<file path="config.mk">
export PLATFORM = sky130hd
export DESIGN_NAME = obstacle_rng
export DESIGN_NICKNAME = d
export VERILOG_FILES = /design/src/rtl/rng_pkg.sv /design/src/rtl/lfsr16_galois.sv /design/src/rtl/obstacle_rng.sv
export SDC_FILE = /design/constraint.sdc
export NUM_CORES = 1
export LEC_CHECK = 0
export ABC_CLOCK_PERIOD_IN_PS = 1360
export CAP_MARGIN = 15
export CORE_MARGIN = 2
export CORE_UTILIZATION = 47
export CTS_BUF_LIST = sky130_fd_sc_hd__clkbuf_8
export CTS_CLUSTER_DIAMETER = 200
export CTS_CLUSTER_SIZE = 40
export DETAILED_ROUTE_END_ITERATION = 8
export HOLD_SLACK_MARGIN = 0.15
export PLACE_DENSITY = 0.76
export RECOVER_POWER = 100
export SLEW_MARGIN = 20
export SYNTH_ARGS = -nofsm -noshare
export SYNTH_HDL_FRONTEND = slang
export SYNTH_SLANG_ARGS = --single-unit
export TNS_END_PERCENT = 10
</file>
<file path="constraint.sdc">
create_clock -name clk -period 1.36 [get_ports clk]
set_clock_uncertainty 0.1 [all_clocks]
set_input_delay 0.272 -clock clk [delete_from_list [all_inputs] [get_ports clk]]
set_output_delay 0.272 -clock clk [all_outputs]
set_load 0.02 [all_outputs]
</file>
<file path="src/rtl/rng_pkg.sv">
// Shared definitions for the LFSR-based random sources: width, taps, default
// seed, draw/hold state encoding and the single-step Galois update.
package rng_pkg;

  localparam int                LFSR_W       = 16;
  localparam logic [LFSR_W-1:0] LFSR_TAPS    = 16'hB400;
  localparam logic [LFSR_W-1:0] DEFAULT_SEED = 16'hACE1;

  typedef enum logic {
    DRAW = 1'b0,
    HOLD = 1'b1
  } rng_state_e;

  // Right-shifting Galois step; a nonzero state never maps to zero.
  function automatic logic [LFSR_W-1:0] lfsr_next(input logic [LFSR_W-1:0] lfsr);
    lfsr_next = (lfsr >> 1) ^ (lfsr[0] ? LFSR_TAPS : '0);
  endfunction

endpackage

</file>
<file path="src/rtl/lfsr16_galois.sv">
// 16-bit Galois LFSR register: load has priority over enable, otherwise holds.
// Kept free of any consumer logic so other random sources can reuse it.
module lfsr16_galois
  import rng_pkg::*;
#(
  parameter logic [LFSR_W-1:0] RESET_VAL = DEFAULT_SEED
) (
  input  logic              clk,
  input  logic              reset_n,
  input  logic              enable_i,
  input  logic              load_i,
  input  logic [LFSR_W-1:0] load_val_i,
  output logic [LFSR_W-1:0] state_o
);

  logic [LFSR_W-1:0] lfsr_q;
  logic [LFSR_W-1:0] lfsr_d;

  always_comb begin
    lfsr_d = lfsr_q;
    if (load_i) begin
      lfsr_d = load_val_i;
    end else if (enable_i) begin
      lfsr_d = lfsr_next(lfsr_q);
    end
  end

  always_ff @(posedge clk) begin
    if (!reset_n) begin
      lfsr_q <= RESET_VAL;
    end else begin
      lfsr_q <= lfsr_d;
    end
  end

  assign state_o = lfsr_q;

endmodule

</file>
<file path="src/rtl/obstacle_rng.sv">
// Uniform random values in [0, MOD-1] via LFSR rejection sampling with a bounded
// retry fallback. Optional rejection statistics: define OBSTACLE_RNG_STATS_EN.
module obstacle_rng
  import rng_pkg::*;
#(
  parameter int                MOD       = 3,
  parameter int                VW        = 2,
  parameter logic [LFSR_W-1:0] SEED      = DEFAULT_SEED,
  parameter int                MAX_TRIES = 8
) (
  input  logic              clk,
  input  logic              reset_n,
  input  logic              seed_load,
  input  logic [LFSR_W-1:0] seed_i,
  output logic              out_valid,
  input  logic              out_ready,
  output logic [VW-1:0]     out_value,
`ifdef OBSTACLE_RNG_STATS_EN
  output logic [15:0]       reject_cnt,
`endif
  output rng_state_e        dbg_state_o
);

  localparam int            TW       = (MAX_TRIES > 1) ? $clog2(MAX_TRIES) : 1;
  localparam logic [TW-1:0] LAST_TRY = TW'(MAX_TRIES - 1);
  localparam logic [VW-1:0] MOD_V    = VW'(MOD);

  rng_state_e        state_q, state_d;
  logic [TW-1:0]     tries_q, tries_d;
  logic              valid_q, valid_d;
  logic [VW-1:0]     value_q, value_d;
  logic [LFSR_W-1:0] lfsr_cur;
  logic [LFSR_W-1:0] seed_val;
  logic [VW-1:0]     cand;
  logic              cand_ok;
  logic              lfsr_en;
  logic              lfsr_ld;

  // A zero seed would lock the LFSR, so it is replaced by the default seed.
  assign seed_val = (seed_i == '0) ? SEED : seed_i;
  assign cand     = VW'(lfsr_next(lfsr_cur));
  assign cand_ok  = (32'(cand) < 32'(MOD));

  lfsr16_galois #(
    .RESET_VAL (SEED)
  ) u_lfsr (
    .clk        (clk),
    .reset_n    (reset_n),
    .enable_i   (lfsr_en),
    .load_i     (lfsr_ld),
    .load_val_i (seed_val),
    .state_o    (lfsr_cur)
  );

  // Handshake: out_value is offered while out_valid=1 and held stable until a
  // cycle with out_valid && out_ready; out_ready while out_valid=0 is ignored.
  always_comb begin
    state_d = state_q;
    tries_d = tries_q;
    valid_d = valid_q;
    value_d = value_q;
    lfsr_en = 1'b0;
    lfsr_ld = 1'b0;
    if (seed_load) begin
      lfsr_ld = 1'b1;
      valid_d = 1'b0;
      tries_d = '0;
      state_d = DRAW;
    end else begin
      case (state_q)
        DRAW: begin
          lfsr_en = 1'b1;
          if (cand_ok) begin
            value_d = cand;
            valid_d = 1'b1;
            tries_d = '0;
            state_d = HOLD;
          end else if (tries_q == LAST_TRY) begin
            value_d = cand - MOD_V;
            valid_d = 1'b1;
            tries_d = '0;
            state_d = HOLD;
          end else begin
            tries_d = tries_q + 1'b1;
          end
        end
        HOLD: begin
          if (valid_q && out_ready) begin
            valid_d = 1'b0;
            state_d = DRAW;
          end
        end
        default: state_d = DRAW;
      endcase
    end
  end

  always_ff @(posedge clk) begin
    if (!reset_n) begin
      state_q <= DRAW;
      tries_q <= '0;
      valid_q <= 1'b0;
      value_q <= '0;
    end else begin
      state_q <= state_d;
      tries_q <= tries_d;
      valid_q <= valid_d;
      value_q <= value_d;
    end
  end

  assign out_valid   = valid_q;
  assign out_value   = value_q;
  assign dbg_state_o = state_q;

`ifdef OBSTACLE_RNG_STATS_EN
  logic        rej;
  logic [15:0] rej_cnt_q;

  // Only retried candidates count; the fallback draw is not a rejection.
  assign rej = !seed_load && (state_q == DRAW) && !cand_ok && (tries_q != LAST_TRY);

  always_ff @(posedge clk) begin
    if (!reset_n) begin
      rej_cnt_q <= '0;
    end else if (rej && (rej_cnt_q != 16'hFFFF)) begin
      rej_cnt_q <= rej_cnt_q + 16'd1;
    end
  end

  assign reject_cnt = rej_cnt_q;
`endif

endmodule

</file>
==> results of run 1 <==
layer usage:
metal / part of all wire / up-vias / wire length (um)
met1: 0.44 / 503 / 1260
met5: 0 / - / 0
li1: - / 533 / -
met4: 0.0059 / 0 / 17
met2: 0.52 / 25 / 1520
met3: 0.033 / 2 / 95
registers in the layout (all words and copies together), names as in the netlist:
signal / flops
u_lfsr.state_o: 16
tries_q: 3
out_value: 2
dbg_state_o: 1
out_valid: 1
through the flow:
stage | area, sq um | total power [mW]
final | 1700 | 1.46
after detailed placement | 1550 | 1.05
after global placement | 1550 | 1.04
after floorplan | 1180 | 0.908
after CTS | 1600 | 1.47
after global routing | 1700 | 1.53
what timing repair did:
item	4_1_cts	5_1_grt
endpoints found under the setup margin	18	21
pin swaps	1	7
resized for setup	9	27
hold buffers	0	0
area by class of cell:
class / count / area, sq um / area share
Clock buffer: 3 / 41.3 / 0.0243
Clock inverter: 1 / 5.00 / 0.00295
Inverter: 7 / 26.3 / 0.0155
Multi-Input combinational cell: 89 / 713 / 0.420
Sequential cell: 23 / 464 / 0.274
Tap cell: 30 / 37.5 / 0.0221
Timing Repair Buffer: 42 / 409 / 0.241
worst paths after layout:
path,from,depth (start not counted),to,slack (ps)
hold / removal,seed_i[11],3,u_lfsr.state_o[11],230
setup reg to reg,tries_q[0],4,tries_q[0],-80
setup / recovery,tries_q[0],4,tries_q[0],-80
hold reg to reg,tries_q[1],2,tries_q[1],390
cells by family after synthesis:
logic type | synth area share
XOR/XNOR | 0.0223
adder cells (fa/ha/maj) | 0.0213
buffers and inverters | 0.0585
multiplexers | 0.119
AO/OA/AOI/OAI | 0.172
flip-flops | 0.391
AND/OR/NAND/NOR | 0.216
synthesized netlist by cell type:
library cell,n,area (sq um)
sky130_fd_sc_hd__o22a_1,2,17.5
sky130_fd_sc_hd__nand3_1,1,5.00
sky130_fd_sc_hd__o31ai_1,2,15.0
sky130_fd_sc_hd__a41oi_2,1,16.3
sky130_fd_sc_hd__inv_1,7,26.3
sky130_fd_sc_hd__clkbuf_1,3,11.3
sky130_fd_sc_hd__nand2_1,12,45.0
sky130_fd_sc_hd__buf_2,4,20.0
sky130_fd_sc_hd__a21boi_1,1,7.51
sky130_fd_sc_hd__xnor2_1,2,17.5
sky130_fd_sc_hd__ha_1,2,25.0
sky130_fd_sc_hd__a21oi_1,4,20.0
sky130_fd_sc_hd__o21ai_0,10,50.1
sky130_fd_sc_hd__dfxtp_1,23,460
sky130_fd_sc_hd__nor4_2,4,50.1
sky130_fd_sc_hd__or4b_1,1,10.0
sky130_fd_sc_hd__o211ai_1,2,15.0
sky130_fd_sc_hd__a22oi_1,6,45.0
sky130_fd_sc_hd__a311oi_1,1,8.76
sky130_fd_sc_hd__nand2b_1,2,12.5
sky130_fd_sc_hd__mux2i_1,14,140
sky130_fd_sc_hd__a21boi_0,1,7.51
sky130_fd_sc_hd__or4_1,1,7.51
sky130_fd_sc_hd__buf_6,1,11.3
sky130_fd_sc_hd__nand4_1,2,12.5
sky130_fd_sc_hd__xor2_1,1,8.76
sky130_fd_sc_hd__and2_1,7,43.8
sky130_fd_sc_hd__nand3b_1,4,30.0
sky130_fd_sc_hd__nor3_1,2,10.0
sky130_fd_sc_hd__nor2b_1,3,18.8
sky130_fd_sc_hd__and4_1,1,8.76
worst max-delay path, delay by kind of cell (launching register included):
family	cells	cell delay, ps
AOI/OAI and AO/OA	1	150
DFF	1	350
adders and majority gates	2	310
and+or+nand+nor	1	460
power by group:
part	switching, mW	internal, mW	total [mW]
Sequential	0.0340	0.717	0.751
Combinational	0.133	0.158	0.291
Clock	0.216	0.204	0.421
==> qor.tcl, run 1 <==
set qor(status) {finished with violations}
set qor(violations) {negative setup slack}
set qor(path_cells) {ha_4 > ha_4 > or4_1 > a21oi_1}
set qor(drive_above_1_share) 0.212
set qor(timing.critical_path.arrival_ps) 1520
set qor(setup.worst_path.start_class) {register}
set qor(drt_iter0_drcs) 27
set qor(numPortBuffers) 23
set qor(synth_seq_area_share) 0.391
set qor(final-max-slew-violation-count) 0
set qor(fin_ws_ps) -75.6
set qor(min_clock_period_post_route_ps) 1440
set qor(required_ps) 1450
set qor(detail_route.wirelength_um) 2900
set qor(synthesis.area_per_instance_sq_um) 9.27
set qor(critical_path_class) {reg2reg}
set qor(synth_cell_type_count) 31
set qor(pin_count) 24
set qor(number_of_cells_produced_by_synthesis) 127
set qor(rows) 18
set qor(hold_class) {in2reg}
set qor(groute.layer.met3.usage) 0.0417
set qor(first_pass_iters) 4
set qor(critical_path_peak_fanout) 2
set qor(fmax_mhz) 697
set qor(clock_tree_from_tritoncts) {built}
set qor(clkSinkCount) 23
set qor(grt-busiest-layer) {met2}
set qor(drcViolationCount) 0
set qor(fp.dieW_um) 54.1
set qor(floorplan.die_area_sq_um) 2920
set qor(max_clock_buf_depth) 2
set qor(grt_first_pass_wirelength_um) 4440
set qor(p_leak_nw) 0.793
set qor(routing_usage_on_met1) 0.239
set qor(chipHeight_um) 54.1
set qor(timing.max_cap.violations) 0
set qor(detail-route-antenna-nets) 0
set qor(max_transition_margin) 0.736
set qor(grt_antenna_before_repair) 0
set qor(grt_pass1_vias) 1065
set qor(hold_slack_ps) 235
set qor(cts_setup_buffers) 0
set qor(preCtsSetupSlack_ps) -470
set qor(mappedNetlistNets) 149
set qor(numCtsBuffers) 3
set qor(vdd_drop_max_v) 0.000529
set qor(rsz0062_at_grt) {yes}
set qor(cp_common_cell) {sky130_fd_sc_hd__ha_4}
set qor(clock_latency_ps) 260
set qor(worst_path_max_delay_cell) {sky130_fd_sc_hd__or4_1}
set qor(pwr_density_cell_nw_per_um2) 862
set qor(placed_cells) 191
set qor(areaGrowthSynthToFinish_pct) 44.1
set qor(global_route.overflow_total) 0
set qor(post-route-util) 0.698
set qor(worstMarginPinSlew_ps) 395
set qor(mostFrequentLayoutCells) {sky130_fd_sc_hd__dfxtp_1 (20), sky130_fd_sc_hd__buf_4 (17), sky130_fd_sc_hd__dlymetal6s2s_1 (16)}
set qor(layoutNonFillerInstCount) 195
set qor(place.detailed.hpwl_um) 2150
set qor(synth_area_sq_um) 1180
set qor(finalHoldViolCount) 0
set qor(place_congestion) 0.795
set qor(period_share) 1.06
set qor(num_vias) 1063
set qor(initial_utilization) 0.484
set qor(layout.filler_cells) 195
set qor(antenna_cells) 0
set qor(slowest_delay_ps) 460
set qor(synth.yosys.warnings) 0
set qor(ctsHtreeMaxLevel) 1
set qor(grt_util_all_layers) 0.214
set qor(clkSlewWorstSetupHoldPaths_ps) 80
set qor(grt_start_max_net_pins) 18
set qor(grt.met2_usage) 0.394
set qor(wl_per_cell_um) 14.8
set qor(mostFrequentLayoutCell) {sky130_fd_sc_hd__dfxtp_1}
set qor(endpoint_kind) {register}
set qor(core_region_area_sq_um) 2430
set qor(setup_tns_ps) -75.6
set qor(layout.nets) 188
set qor(synth.ff_latch_count) 23
set qor(setup-violations-final) 1
set qor(clockRootBuffer) {sky130_fd_sc_hd__clkbuf_8}
set qor(vias_per_cell) 5.45
Note: power is estimated with default switching activity, not from simulation.
==> run 2, diff against run 1 <==
--- a/config.mk
+++ b/config.mk
@@ -16,6 +16,7 @@
 export HOLD_SLACK_MARGIN = 0.15
 export PLACE_DENSITY = 0.76
 export RECOVER_POWER = 100
+export SKIP_LAST_GASP = 1
 export SLEW_MARGIN = 20
 export SYNTH_ARGS = -nofsm -noshare
 export SYNTH_HDL_FRONTEND = slang
==> qor.tcl, run 2 (synthesized netlist as in run 1, its figures left out) <==
set qor(reg2regPathDepth) 4 ;# unchanged
set qor(worstReg2RegEnd) {tries_q[0]}
set qor(worstMarginPinSlew_ps) 368 ;# -27.7 ps
set qor(drive_above_1_share) 0.200 ;# -0.0121
set qor(min_clock_period_post_route_ps) 1560 ;# +126 ps
set qor(grt_start_max_net_pins) 18 ;# unchanged
set qor(grt_antenna_before_repair) 0 ;# unchanged
set qor(pin_count) 24 ;# unchanged
set qor(clock_tree_from_tritoncts) {built}
set qor(period_share) 1.15 ;# +0.0924
set qor(floorplan.die_area_sq_um) 2920 ;# unchanged
set qor(area_occupied_by_multi_input_gates_sq_um) 696 ;# -2.5%
set qor(p_leak_nw) 0.757 ;# -4.6%
set qor(vias_per_cell) 5.45 ;# unchanged
set qor(ctsHtreeMaxLevel) 1 ;# unchanged
set qor(num_vias) 1063 ;# unchanged
set qor(fin_ws_ps) -201 ;# -126 ps
set qor(place_congestion) 0.795 ;# unchanged
set qor(fp.dieW_um) 54.1 ;# unchanged
set qor(critical_path_class) {reg2out}
set qor(core_region_area_sq_um) 2430 ;# unchanged
set qor(clockRootBuffer) {sky130_fd_sc_hd__clkbuf_8}
set qor(timing.reg2reg.setup_slack_ps) -110 ;# -30 ps
set qor(placed_cells) 191 ;# unchanged
set qor(chipHeight_um) 54.1 ;# unchanged
set qor(detail-route-antenna-nets) 0 ;# unchanged
set qor(cp.buffers_inverters) 1 ;# +1
set qor(clock_latency_ps) 260 ;# about the same
set qor(layout.filler_cells) 199 ;# +2.1%
set qor(worst_path_max_delay_cell) {sky130_fd_sc_hd__clkdlybuf4s50_1}
set qor(rows) 18 ;# unchanged
set qor(max_clock_buf_depth) 2 ;# unchanged
set qor(place.detailed.hpwl_um) 2150 ;# unchanged
set qor(min-delay-start) {seed_i[12]}
set qor(violations) {negative setup slack}
set qor(finalPower_mw) 1.46 ;# about the same
set qor(preCtsSetupSlack_ps) -470 ;# unchanged
set qor(hold_class) {in2reg}
set qor(required_ps) 990 ;# -460 ps
set qor(wl_per_cell_um) 14.8 ;# -0.28%
set qor(grt_first_pass_wirelength_um) 4400 ;# -1.1%
set qor(timing.max_cap.violations) 0 ;# unchanged
set qor(finalHoldViolCount) 0 ;# unchanged
set qor(areaGrowthSynthToFinish_pct) 41.1
set qor(initial_utilization) 0.484 ;# unchanged
set qor(detail_route.wirelength_um) 2890 ;# -0.28%
set qor(seqCellArea_sq_um) 462 ;# -0.54%
set qor(timing.critical_path.arrival_ps) 1190 ;# -330 ps
set qor(layoutNonFillerInstCount) 195 ;# unchanged
set qor(critical_path_peak_fanout) 2 ;# unchanged
set qor(drcViolationCount) 0 ;# unchanged
set qor(setup-violations-final) 11 ;# +10
set qor(rsz0062_at_grt) {yes}
set qor(worstHoldPathCells) 3 ;# unchanged
set qor(dpl_cell_area_sq_um) 1550 ;# unchanged
set qor(mostFrequentLayoutCells) {sky130_fd_sc_hd__dfxtp_1 (22), sky130_fd_sc_hd__buf_4 (18), sky130_fd_sc_hd__mux2i_1 (14)}
set qor(critical_path.top_delay_family) {buffers and inverters}
set qor(grt_pass1_vias) 1048 ;# -1.6%
set qor(drt_iter0_drcs) 17 ;# -37%
set qor(largest_register_ffs) 16 ;# unchanged
set qor(first_pass_iters) 4 ;# unchanged
set qor(mostFrequentLayoutCell) {sky130_fd_sc_hd__dfxtp_1}
set qor(vdd_drop_max_v) 0.000523 ;# -1.1%
set qor(postLayoutCellArea_sq_um) 1660 ;# -2.1%
set qor(clkSlewWorstSetupHoldPaths_ps) 80 ;# about the same
set qor(antenna_cells) 0 ;# unchanged
set qor(max_transition_margin) 0.755 ;# +0.0190
set qor(clkSinkCount) 23 ;# unchanged
set qor(grt_util_all_layers) 0.212 ;# -0.00174
set qor(endpoint_kind) {primary output}
set qor(fmax_mhz) 640 ;# -8.0%
set qor(critical_path.reg2reg.startpoint) {tries_q[0]}
set qor(status) {finished with violations}
set qor(global_route.overflow_total) 0 ;# unchanged
set qor(final-max-slew-violation-count) 0 ;# unchanged
set qor(numCtsBuffers) 3 ;# unchanged
set qor(pwr_density_cell_nw_per_um2) 881 ;# +2.2%
set qor(worstHoldEndpoint) {u_lfsr.state_o[12]}
set qor(numPortBuffers) 23 ;# unchanged
set qor(layout.nets) 188 ;# unchanged
set qor(slowest_delay_ps) 600 ;# +140 ps
set qor(setup.worst_path.start_class) {register}
set qor(path_cells) {clkdlybuf4s50_1}
==> run 2: cell types whose count changed in the layout (fill, tap and decap cells not counted), sizes merged <==
cell and delta:
dlygate4sd2 -1, clkdlybuf4s50 +5, dlymetal6s2s -3, clkdlybuf4s15 -1
==> run 2: area by class of cell <==
type	instances	share of cell area
timing repair buffer	42	0.237
multi-input combinational	89	0.419
tap	30	0.0226
inverter	7	0.0158
clock inverter	1	0.00301
sequential	23	0.278
clock buffer	3	0.0248
==> run 2: through the flow <==
step	util	hold WS (ps)	TNS, ps
2_1_floorplan	-	288	-26.4
3_3_place_gp	0.638	351	-6260
3_5_place_dp	0.638	365	-7360
4_1_cts	0.656	376	-2100
5_1_grt	0.683	243	-1600
6_report	0.683	244	-467
==> run 2: worst max path at each step <==
stage | from | cells past startpoint | endpoint | slack, ps
2_1_floorplan | tries_q[0] | 4 | tries_q[0] | -30
3_3_place_gp | seed_i[11] | 4 | u_lfsr.state_o[0] | -420
3_5_place_dp | seed_i[11] | 4 | u_lfsr.state_o[6] | -470
4_1_cts | out_value[1] | 1 | out_value[1] | -230
5_1_grt | out_value[0] | 1 | out_value[0] | -230
6_report | out_value[0] | 1 | out_value[0] | -200
==> run 2: where the power goes <==
group,total [mW],internal [mW],switching (mW),leakage (nW)
Sequential,0.751,0.717,0.0341,0.190
Clock,0.419,0.204,0.215,0.0255
Combinational,0.293,0.160,0.133,0.541
Total,1.46,1.08,0.382,0.757
==> run 2: layer usage <==
layer / vias up / track usage / wire, um
li1: 531 / - / -
met1: 511 / 0.244 / 1270
met2: 19 / 0.382 / 1530
met3: 2 / 0.0417 / 76
met4: 0 / 0.0833 / 17
met5: - / 0 / 0
==> run 2: repair_timing <==
| item | in CTS | in global routing |
|---|---|---|
| setup buffers | 0 | 0 |
| pin swaps | 0 | 6 |
| resized for setup | 2 | 21 |
| endpoints found under the setup margin | 18 | 26 |
| cloned | 0 | 0 |
| hold buffers | 0 | 0 |
==> run 3, diff against run 2 <==
--- a/config.mk
+++ b/config.mk
@@ -7,6 +7,7 @@
 export LEC_CHECK = 0
 export ABC_CLOCK_PERIOD_IN_PS = 1360
 export CAP_MARGIN = 15
+export CORE_ASPECT_RATIO = 1.2
 export CORE_MARGIN = 2
 export CORE_UTILIZATION = 47
 export CTS_BUF_LIST = sky130_fd_sc_hd__clkbuf_8
==> qor.tcl, run 3 (synthesized netlist as in run 1, its figures left out) <==
set qor(core_region_area_sq_um) 2330 ;# -4.2%
set qor(area_occupied_by_multi_input_gates_sq_um) 693 ;# -0.36%
set qor(mostFrequentLayoutCells) {sky130_fd_sc_hd__dfxtp_1 (22), sky130_fd_sc_hd__buf_4 (18), sky130_fd_sc_hd__mux2i_1 (14)}
set qor(critical_path_peak_fanout) 2 ;# unchanged
set qor(worstMarginPinSlew_ps) 443 ;# +74.9 ps
set qor(grt_pass1_vias) 1074 ;# +2.5%
set qor(fin_ws_ps) -206 ;# -4.60 ps
set qor(grt_first_pass_wirelength_um) 4460 ;# +1.6%
set qor(max_transition_margin) 0.704 ;# -0.0506
set qor(drcViolationCount) 0 ;# unchanged
set qor(clock_latency_ps) 270 ;# about the same
set qor(mostFrequentLayoutCell) {sky130_fd_sc_hd__dfxtp_1}
set qor(clock_tree_from_tritoncts) {built}
set qor(critical_path_class) {reg2out}
set qor(required_ps) 990 ;# about the same
set qor(preCtsSetupSlack_ps) -415 ;# +55.3 ps
set qor(initial_utilization) 0.505 ;# +0.0213
set qor(grt_start_max_net_pins) 15 ;# -3
set qor(status) {finished with violations}
set qor(clkSlewWorstSetupHoldPaths_ps) 90 ;# about the same
set qor(rows) 19 ;# +1
set qor(ctsHoldBuffers) 0 ;# unchanged
set qor(layout.nets) 190 ;# +1.1%
set qor(num_vias) 1087 ;# +2.3%
set qor(floorplan.die_area_sq_um) 2920 ;# about the same
set qor(cts_setup_buffers) 0 ;# unchanged
set qor(hold_class) {in2reg}
set qor(vias_per_cell) 5.49 ;# +0.71%
set qor(layout.filler_cells) 198 ;# -0.50%
set qor(p_leak_nw) 0.766 ;# +1.2%
set qor(wl_per_cell_um) 14.5 ;# -2.4%
set qor(chipHeight_um) 58.8 ;# +8.8%
set qor(detail_route.wirelength_um) 2860 ;# -0.87%
set qor(final-max-slew-violation-count) 0 ;# unchanged
set qor(violations) {negative setup slack}
set qor(worst_path_max_delay_cell) {sky130_fd_sc_hd__clkdlybuf4s50_1}
set qor(seqCellArea_sq_um) 462 ;# unchanged
set qor(post-route-util) 0.720 ;# +0.0365
set qor(numPortBuffers) 23 ;# unchanged
set qor(timing.max_cap.violations) 0 ;# unchanged
set qor(numCtsBuffers) 3 ;# unchanged
set qor(clockRootBuffer) {sky130_fd_sc_hd__clkbuf_8}
set qor(fmax_mhz) 639 ;# -0.29%
set qor(finalHoldViolCount) 0 ;# unchanged
set qor(largest_register_ffs) 16 ;# unchanged
set qor(place.detailed.hpwl_um) 2160 ;# +0.38%
set qor(global_route.overflow_total) 0 ;# unchanged
set qor(drt_iter0_drcs) 10 ;# -7
set qor(max_clock_buf_depth) 2 ;# unchanged
set qor(fp.dieW_um) 49.7 ;# -8.1%
set qor(min_clock_period_post_route_ps) 1570 ;# +4.60 ps
set qor(clkSinkCount) 23 ;# unchanged
set qor(path_cells) {clkdlybuf4s50_1}
set qor(hold_slack_ps) 235 ;# -8.26 ps
set qor(timing.critical_path.arrival_ps) 1190 ;# about the same
set qor(place_congestion) 0.719 ;# -9.6%
set qor(period_share) 1.15 ;# +0.00338
set qor(drive_above_1_share) 0.204 ;# +0.00359
set qor(detail-route-antenna-nets) 0 ;# unchanged
set qor(dpl_cell_area_sq_um) 1560 ;# +0.56%
set qor(postLayoutCellArea_sq_um) 1680 ;# +0.90%
set qor(areaGrowthSynthToFinish_pct) 42.4
set qor(grt_util_all_layers) 0.200 ;# -0.0119
set qor(setup-violations-final) 5 ;# -6
set qor(first_pass_iters) 4 ;# unchanged
set qor(ctsHtreeMaxLevel) 1 ;# unchanged
set qor(pin_count) 24 ;# unchanged
set qor(endpoint_kind) {primary output}
set qor(setup_tns_ps) -358 ;# +109 ps
set qor(setup.worst_path.start_class) {register}
set qor(slowest_delay_ps) 600 ;# about the same
set qor(grt_antenna_before_repair) 0 ;# unchanged
set qor(antenna_cells) 0 ;# unchanged
set qor(cp.buffers_inverters) 1 ;# unchanged
set qor(critical_path.top_delay_family) {buffers and inverters}
set qor(vdd_drop_max_v) 0.000629 ;# +20%
set qor(rsz0062_at_grt) {yes}
set qor(pwr_density_cell_nw_per_um2) 878 ;# -0.34%
## run 3: cell count changes in the layout (fill, tap and decap cells not counted), sizes merged
cell  change
buf       +2
## run 3: area by class of cell
class,count,area share
Clock buffer,3,0.0246
Clock inverter,1,0.00299
Inverter,7,0.0157
Multi-Input combinational cell,89,0.413
Sequential cell,23,0.275
Tap cell,31,0.0231
Timing Repair Buffer,44,0.245
## run 3: repair_timing
| action | 4_1_cts | 5_1_grt |
|---|---|---|
| endpoints found under the setup margin | 16 | 21 |
| resized for setup | 2 | 21 |
| pin swaps | 0 | 6 |
| gates cloned | 0 | 1 |
## run 3: worst paths after layout
path	end	from	depth (start not counted)	slack, ps
worst max-delay path	out_valid	out_valid	1	-210
worst min-delay path	u_lfsr.state_o[12]	seed_i[12]	3	240
worst max register to register	tries_q[0]	tries_q[0]	4	-70
worst min register to register	tries_q[2]	tries_q[2]	2	370
## run 3: power by group
part,switching [mW],total (mW),internal [mW],leakage (nW)
logic,0.132,0.295,0.163,0.550
registers,0.0349,0.752,0.717,0.190
clock network,0.221,0.425,0.205,0.0255
total,0.387,1.47,1.08,0.766
## run 3: metrics by stage
stage / total power, mW / cells
after detailed placement: 1.05 / 193
final: 1.47 / 198
after CTS: 1.47 / 197
after global placement: 1.04 / 193
after floorplan: 0.908 / 127
after global routing: 1.54 / 198
## run 3: worst register-to-register path, cell delays in order (launching register included)
cell,delay [ps]
sky130_fd_sc_hd__dfxtp_1,320
sky130_fd_sc_hd__ha_2,180
sky130_fd_sc_hd__ha_2,170
sky130_fd_sc_hd__or4_1,470
sky130_fd_sc_hd__a21oi_1,130
## run 3: metal layers
layer | GRT usage | vias up | routed length [um]
li1 | - | 535 | -
met5 | 0 | - | 0
met3 | 0.0152 | 7 | 92
met1 | 0.219 | 512 | 1180
met4 | 0.0952 | 0 | 63
met2 | 0.387 | 33 | 1530
